===== src/rtl/pes_err_pkg.sv =====
// Shared widths, FSM state type and error helpers for the adder-tree error monitor.
package pes_err_pkg;

    localparam int unsigned OP_W  = 8;   // operand width
    localparam int unsigned SUM_W = 11;  // exact / approximate sum width (max 2040)
    localparam int unsigned ERR_W = 12;  // signed error width

    typedef enum logic [1:0] {
        IDLE  = 2'd0,
        RUN   = 2'd1,
        DRAIN = 2'd2,
        DONE  = 2'd3
    } state_e;

    // Magnitude of a 12-bit two's-complement error; reachable range fits in 11 bits.
    function automatic logic [SUM_W-1:0] abs_err(input logic [ERR_W-1:0] err);
        return err[ERR_W-1] ? SUM_W'(~err + ERR_W'(1)) : SUM_W'(err);
    endfunction

endpackage


===== src/rtl/pes_exact_sum.sv =====
// Combinational exact sum of the eight 8-bit operands feeding the approximate tree.
module pes_exact_sum
    import pes_err_pkg::*;
(
    input  logic [OP_W-1:0]  i_a0,
    input  logic [OP_W-1:0]  i_a1,
    input  logic [OP_W-1:0]  i_a2,
    input  logic [OP_W-1:0]  i_a3,
    input  logic [OP_W-1:0]  i_b0,
    input  logic [OP_W-1:0]  i_b1,
    input  logic [OP_W-1:0]  i_b2,
    input  logic [OP_W-1:0]  i_b3,
    output logic [SUM_W-1:0] o_sum
);

    // Zero-extend every operand so the full 2040 range is carried.
    always_comb begin
        o_sum = SUM_W'(i_a0) + SUM_W'(i_a1) + SUM_W'(i_a2) + SUM_W'(i_a3)
              + SUM_W'(i_b0) + SUM_W'(i_b1) + SUM_W'(i_b2) + SUM_W'(i_b3);
    end

endmodule


===== src/rtl/pes_err_mon.sv =====
// Error monitor: accepts operand/approximate-sum samples, recomputes the exact sum
// and accumulates error statistics over a programmed run of samples.
module pes_err_mon
    import pes_err_pkg::*;
#(
    parameter int unsigned CNT_W = 16,
    parameter int unsigned ACC_W = 32
) (
    input  logic              clk,
    input  logic              rst,
    input  logic              start,
    input  logic              clear,
    input  logic [CNT_W-1:0]  n_samples,
    input  logic              in_valid,
    output logic              in_ready,
    input  logic [OP_W-1:0]   a0,
    input  logic [OP_W-1:0]   a1,
    input  logic [OP_W-1:0]   a2,
    input  logic [OP_W-1:0]   a3,
    input  logic [OP_W-1:0]   b0,
    input  logic [OP_W-1:0]   b1,
    input  logic [OP_W-1:0]   b2,
    input  logic [OP_W-1:0]   b3,
    input  logic [SUM_W-1:0]  y_apx,
    output logic              busy,
    output logic              done,
    output logic [CNT_W-1:0]  sample_cnt,
    output logic [CNT_W-1:0]  exact_cnt,
    output logic [ACC_W-1:0]  err_sum,
    output logic [SUM_W-1:0]  err_max,
    output logic [ERR_W-1:0]  err_last,
    output logic              ovf
);

    // Wide enough for accumulator plus one error without losing the carry.
    localparam int unsigned SAT_W = ((ACC_W > SUM_W) ? ACC_W : SUM_W) + 1;
    localparam logic [SAT_W-1:0] ACC_MAX = (SAT_W'(1) << ACC_W) - SAT_W'(1);

    state_e            r_state;
    state_e            w_state_nxt;
    logic [CNT_W-1:0]  r_n_lat;
    logic [CNT_W-1:0]  r_acc_cnt;
    logic              w_start_ok;
    logic              w_flush;
    logic              w_xfer;

    logic [SUM_W-1:0]  w_exact;
    logic              r_v1;
    logic [SUM_W-1:0]  r_exact1;
    logic [SUM_W-1:0]  r_y1;
    logic              r_v2;
    logic [ERR_W-1:0]  r_err2;
    logic [ERR_W-1:0]  w_err1;

    logic [CNT_W-1:0]  r_sample_cnt;
    logic [CNT_W-1:0]  r_exact_cnt;
    logic [ACC_W-1:0]  r_err_sum;
    logic [SUM_W-1:0]  r_err_max;
    logic [ERR_W-1:0]  r_err_last;
    logic              r_ovf;

    logic [SUM_W-1:0]  w_abs2;
    logic [SAT_W-1:0]  w_sum_wide;
    logic              w_sat;
    logic [ACC_W-1:0]  w_sum_nxt;

    pes_exact_sum u_exact_sum (
        .i_a0  (a0),
        .i_a1  (a1),
        .i_a2  (a2),
        .i_a3  (a3),
        .i_b0  (b0),
        .i_b1  (b1),
        .i_b2  (b2),
        .i_b3  (b3),
        .o_sum (w_exact)
    );

    // Handshake and control qualifiers; clear overrides start.
    always_comb begin
        in_ready   = (r_state == RUN) && (r_acc_cnt < r_n_lat);
        w_xfer     = in_valid && in_ready;
        w_start_ok = start && !clear && ((r_state == IDLE) || (r_state == DONE));
        w_flush    = clear || w_start_ok;
        busy       = (r_state == RUN);
        done       = (r_state == DONE);
    end

    // Next-state logic.
    always_comb begin
        w_state_nxt = r_state;
        unique case (r_state)
            IDLE, DONE: begin
                if (start) begin
                    w_state_nxt = (n_samples == '0) ? DONE : RUN;
                end
            end
            RUN: begin
                if (r_acc_cnt == r_n_lat) begin
                    w_state_nxt = DRAIN;
                end
            end
            DRAIN: begin
                if (!r_v1 && !r_v2) begin
                    w_state_nxt = DONE;
                end
            end
            default: w_state_nxt = IDLE;
        endcase
        if (clear) begin
            w_state_nxt = IDLE;
        end
    end

    // State register, latched run length and accepted-sample counter.
    always_ff @(posedge clk or posedge rst) begin
        if (rst) begin
            r_state   <= IDLE;
            r_n_lat   <= '0;
            r_acc_cnt <= '0;
        end else begin
            r_state <= w_state_nxt;
            if (w_start_ok) begin
                r_n_lat <= n_samples;
            end
            if (w_flush) begin
                r_acc_cnt <= '0;
            end else if (w_xfer) begin
                r_acc_cnt <= r_acc_cnt + CNT_W'(1);
            end
        end
    end

    // Error of the sample held in stage 1.
    always_comb begin
        w_err1 = {1'b0, r_y1} - {1'b0, r_exact1};
    end

    // Two-stage pipeline; clear/start drop any in-flight samples.
    always_ff @(posedge clk or posedge rst) begin
        if (rst) begin
            r_v1     <= 1'b0;
            r_exact1 <= '0;
            r_y1     <= '0;
            r_v2     <= 1'b0;
            r_err2   <= '0;
        end else begin
            r_v1 <= w_xfer && !w_flush;
            r_v2 <= r_v1 && !w_flush;
            if (w_xfer) begin
                r_exact1 <= w_exact;
                r_y1     <= y_apx;
            end
            if (r_v1) begin
                r_err2 <= w_err1;
            end
        end
    end

    // Saturating accumulation of the stage-2 error magnitude.
    always_comb begin
        w_abs2     = abs_err(r_err2);
        w_sum_wide = SAT_W'(r_err_sum) + SAT_W'(w_abs2);
        w_sat      = (w_sum_wide > ACC_MAX);
        w_sum_nxt  = w_sat ? {ACC_W{1'b1}} : w_sum_wide[ACC_W-1:0];
    end

    // Statistics registers, updated once per sample leaving stage 2.
    always_ff @(posedge clk or posedge rst) begin
        if (rst) begin
            r_sample_cnt <= '0;
            r_exact_cnt  <= '0;
            r_err_sum    <= '0;
            r_err_max    <= '0;
            r_err_last   <= '0;
            r_ovf        <= 1'b0;
        end else if (w_flush) begin
            r_sample_cnt <= '0;
            r_exact_cnt  <= '0;
            r_err_sum    <= '0;
            r_err_max    <= '0;
            r_err_last   <= '0;
            r_ovf        <= 1'b0;
        end else if (r_v2) begin
            r_sample_cnt <= r_sample_cnt + CNT_W'(1);
            if (r_err2 == '0) begin
                r_exact_cnt <= r_exact_cnt + CNT_W'(1);
            end
            r_err_sum <= w_sum_nxt;
            if (w_abs2 > r_err_max) begin
                r_err_max <= w_abs2;
            end
            r_err_last <= r_err2;
            r_ovf      <= r_ovf || w_sat;
        end
    end

    // Output mapping.
    always_comb begin
        sample_cnt = r_sample_cnt;
        exact_cnt  = r_exact_cnt;
        err_sum    = r_err_sum;
        err_max    = r_err_max;
        err_last   = r_err_last;
        ovf        = r_ovf;
    end

endmodule


===== config.mk =====
export PLATFORM = sky130hd
export DESIGN_NAME = pes_err_mon
export DESIGN_NICKNAME = d
export VERILOG_FILES = /design/src/rtl/pes_err_pkg.sv /design/src/rtl/pes_exact_sum.sv /design/src/rtl/pes_err_mon.sv
export SDC_FILE = /design/constraint.sdc
export NUM_CORES = 1
export LEC_CHECK = 0
export BUFFER_PORTS_ARGS = -buffer_cell sky130_fd_sc_hd__buf_2
export CORE_MARGIN = 2
export CORE_UTILIZATION = 60
export CTS_BUF_LIST = sky130_fd_sc_hd__clkbuf_8
export CTS_CLUSTER_SIZE = 28
export DETAILED_ROUTE_END_ITERATION = 6
export PLACE_DENSITY = 0.83
export SYNTH_ARGS = -nofsm -noshare
export SYNTH_HDL_FRONTEND = slang
export SYNTH_SLANG_ARGS = --single-unit

===== constraint.sdc =====
create_clock -name clk -period 11.8 [get_ports clk]
set_clock_uncertainty 0.15 [all_clocks]
set_input_delay 2.36 -clock clk [delete_from_list [all_inputs] [get_ports clk]]
set_output_delay 2.36 -clock clk [all_outputs]
set_load 0.01 [all_outputs]

==> qor.csv <==
metric;value;unit
initialDrtViolationCount;515;
finalCriticalPeriod;7.27;ns
synth-seq-area-share;38.2;%
hold_violations;0;
port_buffers;186;
max_stage_delay;0.51;ns
dr.pass1.iters;7;
path_clk_slew;0.09;ns
synth-seq-cells;158;
start_util;60.7;%
netlist_area;10400;sq um
post-route-drc-count;0;
worst-r2r-cell-count;12;
fillers;1372;
slowest_stage;fa_1;
tns;0;ns
setup_viol;0;
antenna-diode-count;0;
wire_per_inst;15.0;um
rsz0062_at_grt;no;
slew_violations;0;
drv_cap;0;
cts_tree;yes;
clk_latency;0.45;ns
gp_congestion;0.872;
syn-num-nets;1274;
grt-ovfl-total;0;
p_per_area;204;nW/um^2
core-area;17100;sq um
synthFlopType;dfrtp_1;
cts-root-buf;clkbuf_8;
power_leakage;5.80;nW
worst_pin_slew;1.12;ns
hold-path-cell-count;1;
slew_headroom;25.2;%
min_period_over_period;61.6;%
hold_path_class;reg -> reg;
cp_common_cell;fa_1;
required;11.96;ns
antenna_found_initial;0;
arrival;7.42;ns
startpoint_type;input pin;
post_cts_resized;0;
vias;8211;
dp_hpwl;16.7;mm
clock_path_buffers;2;
dieArea;18300;sq um
multiInputGateArea;5840;sq um
ys_warn_count;0;
areaGrowthSynthToFinish;14.5;%
max-vdd-ir-drop;0.138;mV
fmax;0.138;GHz
register_area;3960;sq um
critPathCaptureType;flop;
postCtsHoldBufs;0;
post_cts_buffers;0;
placementRows;48;
grt_pass1_wl;36.8;mm
htreeDepth;4;
grt_pass1_vias;8015;
die_x;135;um
die-height;135;um
final_nets;1451;
totalWireLength;22.0;mm
synth_edf_count;0;
cts_made_buffers;17;
fin_cells;1470;
grt_use_total;24.9;%
via_per_inst;5.59;
status;completed;
crit_type;in -> reg;
syn_inst;1055;
syn_avg_cell_area;9.82;sq um
clock_sinks;158;
post_route_cells_drive_above_1_share;21.3;%
ant_nets;0;
crit_chain;buf_2, ha_1, inv_1, fa_1, nor2b_1, o21ai_0, nand2b_1, a21o_1, a21oi_1, xnor2_1, fa_1, inv_1, fa_1, fa_1, fa_1, inv_1, ha_1, and3_1, a221o_1, o21ai_0, nand2b_1, a21oi_1, xor2_1, mux2i_1;
grt_start_max_net_pins;94;
synth.distinct_cells;57;
ios;187;
synth-async-reset-ratio;100;%
path_max_fanout;5;
dp.cells;1438;
routing by layer:
metal | vias up | wire length, um | track usage, %
li1 | 3949 | - | -
met1 | 4020 | 9510 | 32.7
met2 | 221 | 11100 | 42.6
met3 | 21 | 1210 | 5.35
met4 | 0 | 217 | 5.61
met5 | - | 0 | 0
through the flow:
stage | util [%] | setup slack (ns) | hold slack (ns) | cell area, sq um | total power (W)
4_1_cts | 69.5 | 4.54 | 0.366 | 11900 | 0.00244
6_report | 69.5 | 4.53 | 0.365 | 11900 | 0.00242
3_3_place_gp | 67.4 | 4.15 | 0.339 | 11500 | 0.00200
5_1_grt | 69.5 | 4.18 | 0.383 | 11900 | 0.00265
3_5_place_dp | 67.4 | 4.07 | 0.345 | 11500 | 0.00205
2_1_floorplan | - | 4.45 | 0.329 | 10400 | 0.00175
cell families (layout without fill, tap and decap cells):
family,count (synthesis),count (layout),synth area share [%]
flip-flops,158,158,38.2
AND/OR/NAND/NOR,284,284,13.6
adder cells (fa/ha/maj),123,123,17.8
buffers and inverters,153,343,5.59
AO/OA/AOI/OAI,185,185,10.7
XOR/XNOR,87,87,7.36
multiplexers,65,65,6.67
registers in the layout (all words and copies together), names as in the netlist:
name	count
r_v1	1
r_acc_cnt	16
sample_cnt	16
r_y1	11
r_exact1	11
r_n_lat	16
err_max	11
r_v2	1
exact_cnt	16
r_state	2
err_sum	32
err_last	12
r_err2	12
ovf	1
synthesized netlist by cell type (all sizes together), types with 8 or more instances:
library cell	instances	area [sq um]
o21ai	50	250
inv	120	450
a21o	9	67.6
a21oi	69	345
nor2	104	390
nor3	16	80.1
nand4	22	138
nand2	52	195
mux2	32	360
or3	11	73.8
dfrtp	158	3950
xnor2	42	368
nand3	21	118
clkbuf	27	101
fa	41	821
ha	82	1030
and3	11	68.8
xor2	45	394
nor2b	9	56.3
a211oi	9	67.6
mux2i	33	330
o211ai	8	60.1
nand2b	9	56.3
power by group:
| part | internal [W] | switching, W | total, W |
|---|---|---|---|
| Sequential | 0.000635 | 0.0000846 | 0.000719 |
| Combinational | 0.000593 | 0.000733 | 0.00133 |
| Clock | 0.000166 | 0.000208 | 0.000373 |
final timing paths:
| kind | startpoint | to | slack, ns |
|---|---|---|---|
| max reg2reg | r_err2[0] | ovf | 7.01 |
| max in group asynchronous | rst | exact_cnt[2] | 8.19 |
| min | r_n_lat[4] | r_n_lat[4] | 0.37 |
| max | a0[0] | r_exact1[9] | 4.53 |
| min reg2reg | r_n_lat[4] | r_n_lat[4] | 0.37 |
| min in group asynchronous | rst | err_max[8] | 1.90 |
area by class of cell:
cell class | instances | share of cell area (%)
Timing Repair Buffer | 191 | 8.17
Clock buffer | 17 | 1.97
Clock inverter | 15 | 1.02
Multi-Input combinational cell | 744 | 49.3
Sequential cell | 158 | 33.4
Tap cell | 225 | 2.37
Inverter | 120 | 3.84
cells in the final DEF (no fill, tap or decap), drive strengths merged, types with 11 or more instances in the layout:
master / n
buf: 191
dfrtp: 158
nand4: 22
or3: 11
xnor2: 42
clkbuf: 17
fa: 41
o21ai: 50
ha: 82
nor3: 16
inv: 124
mux2: 32
xor2: 45
and3: 11
a21oi: 69
nand3: 21
nand2: 52
mux2i: 33
nor2: 104
critical path: cells and delay by family:
family / cells / cell delay, ns
adders and majority gates: 7 / 2.77
AOI/OAI and AO/OA: 6 / 1.24
and+or+nand+nor: 4 / 0.44
buffers and inverters: 4 / 0.27
xor gates and xnor gates: 2 / 0.26
muxes: 1 / 0.09
Note: power is estimated with default switching activity, not from simulation.
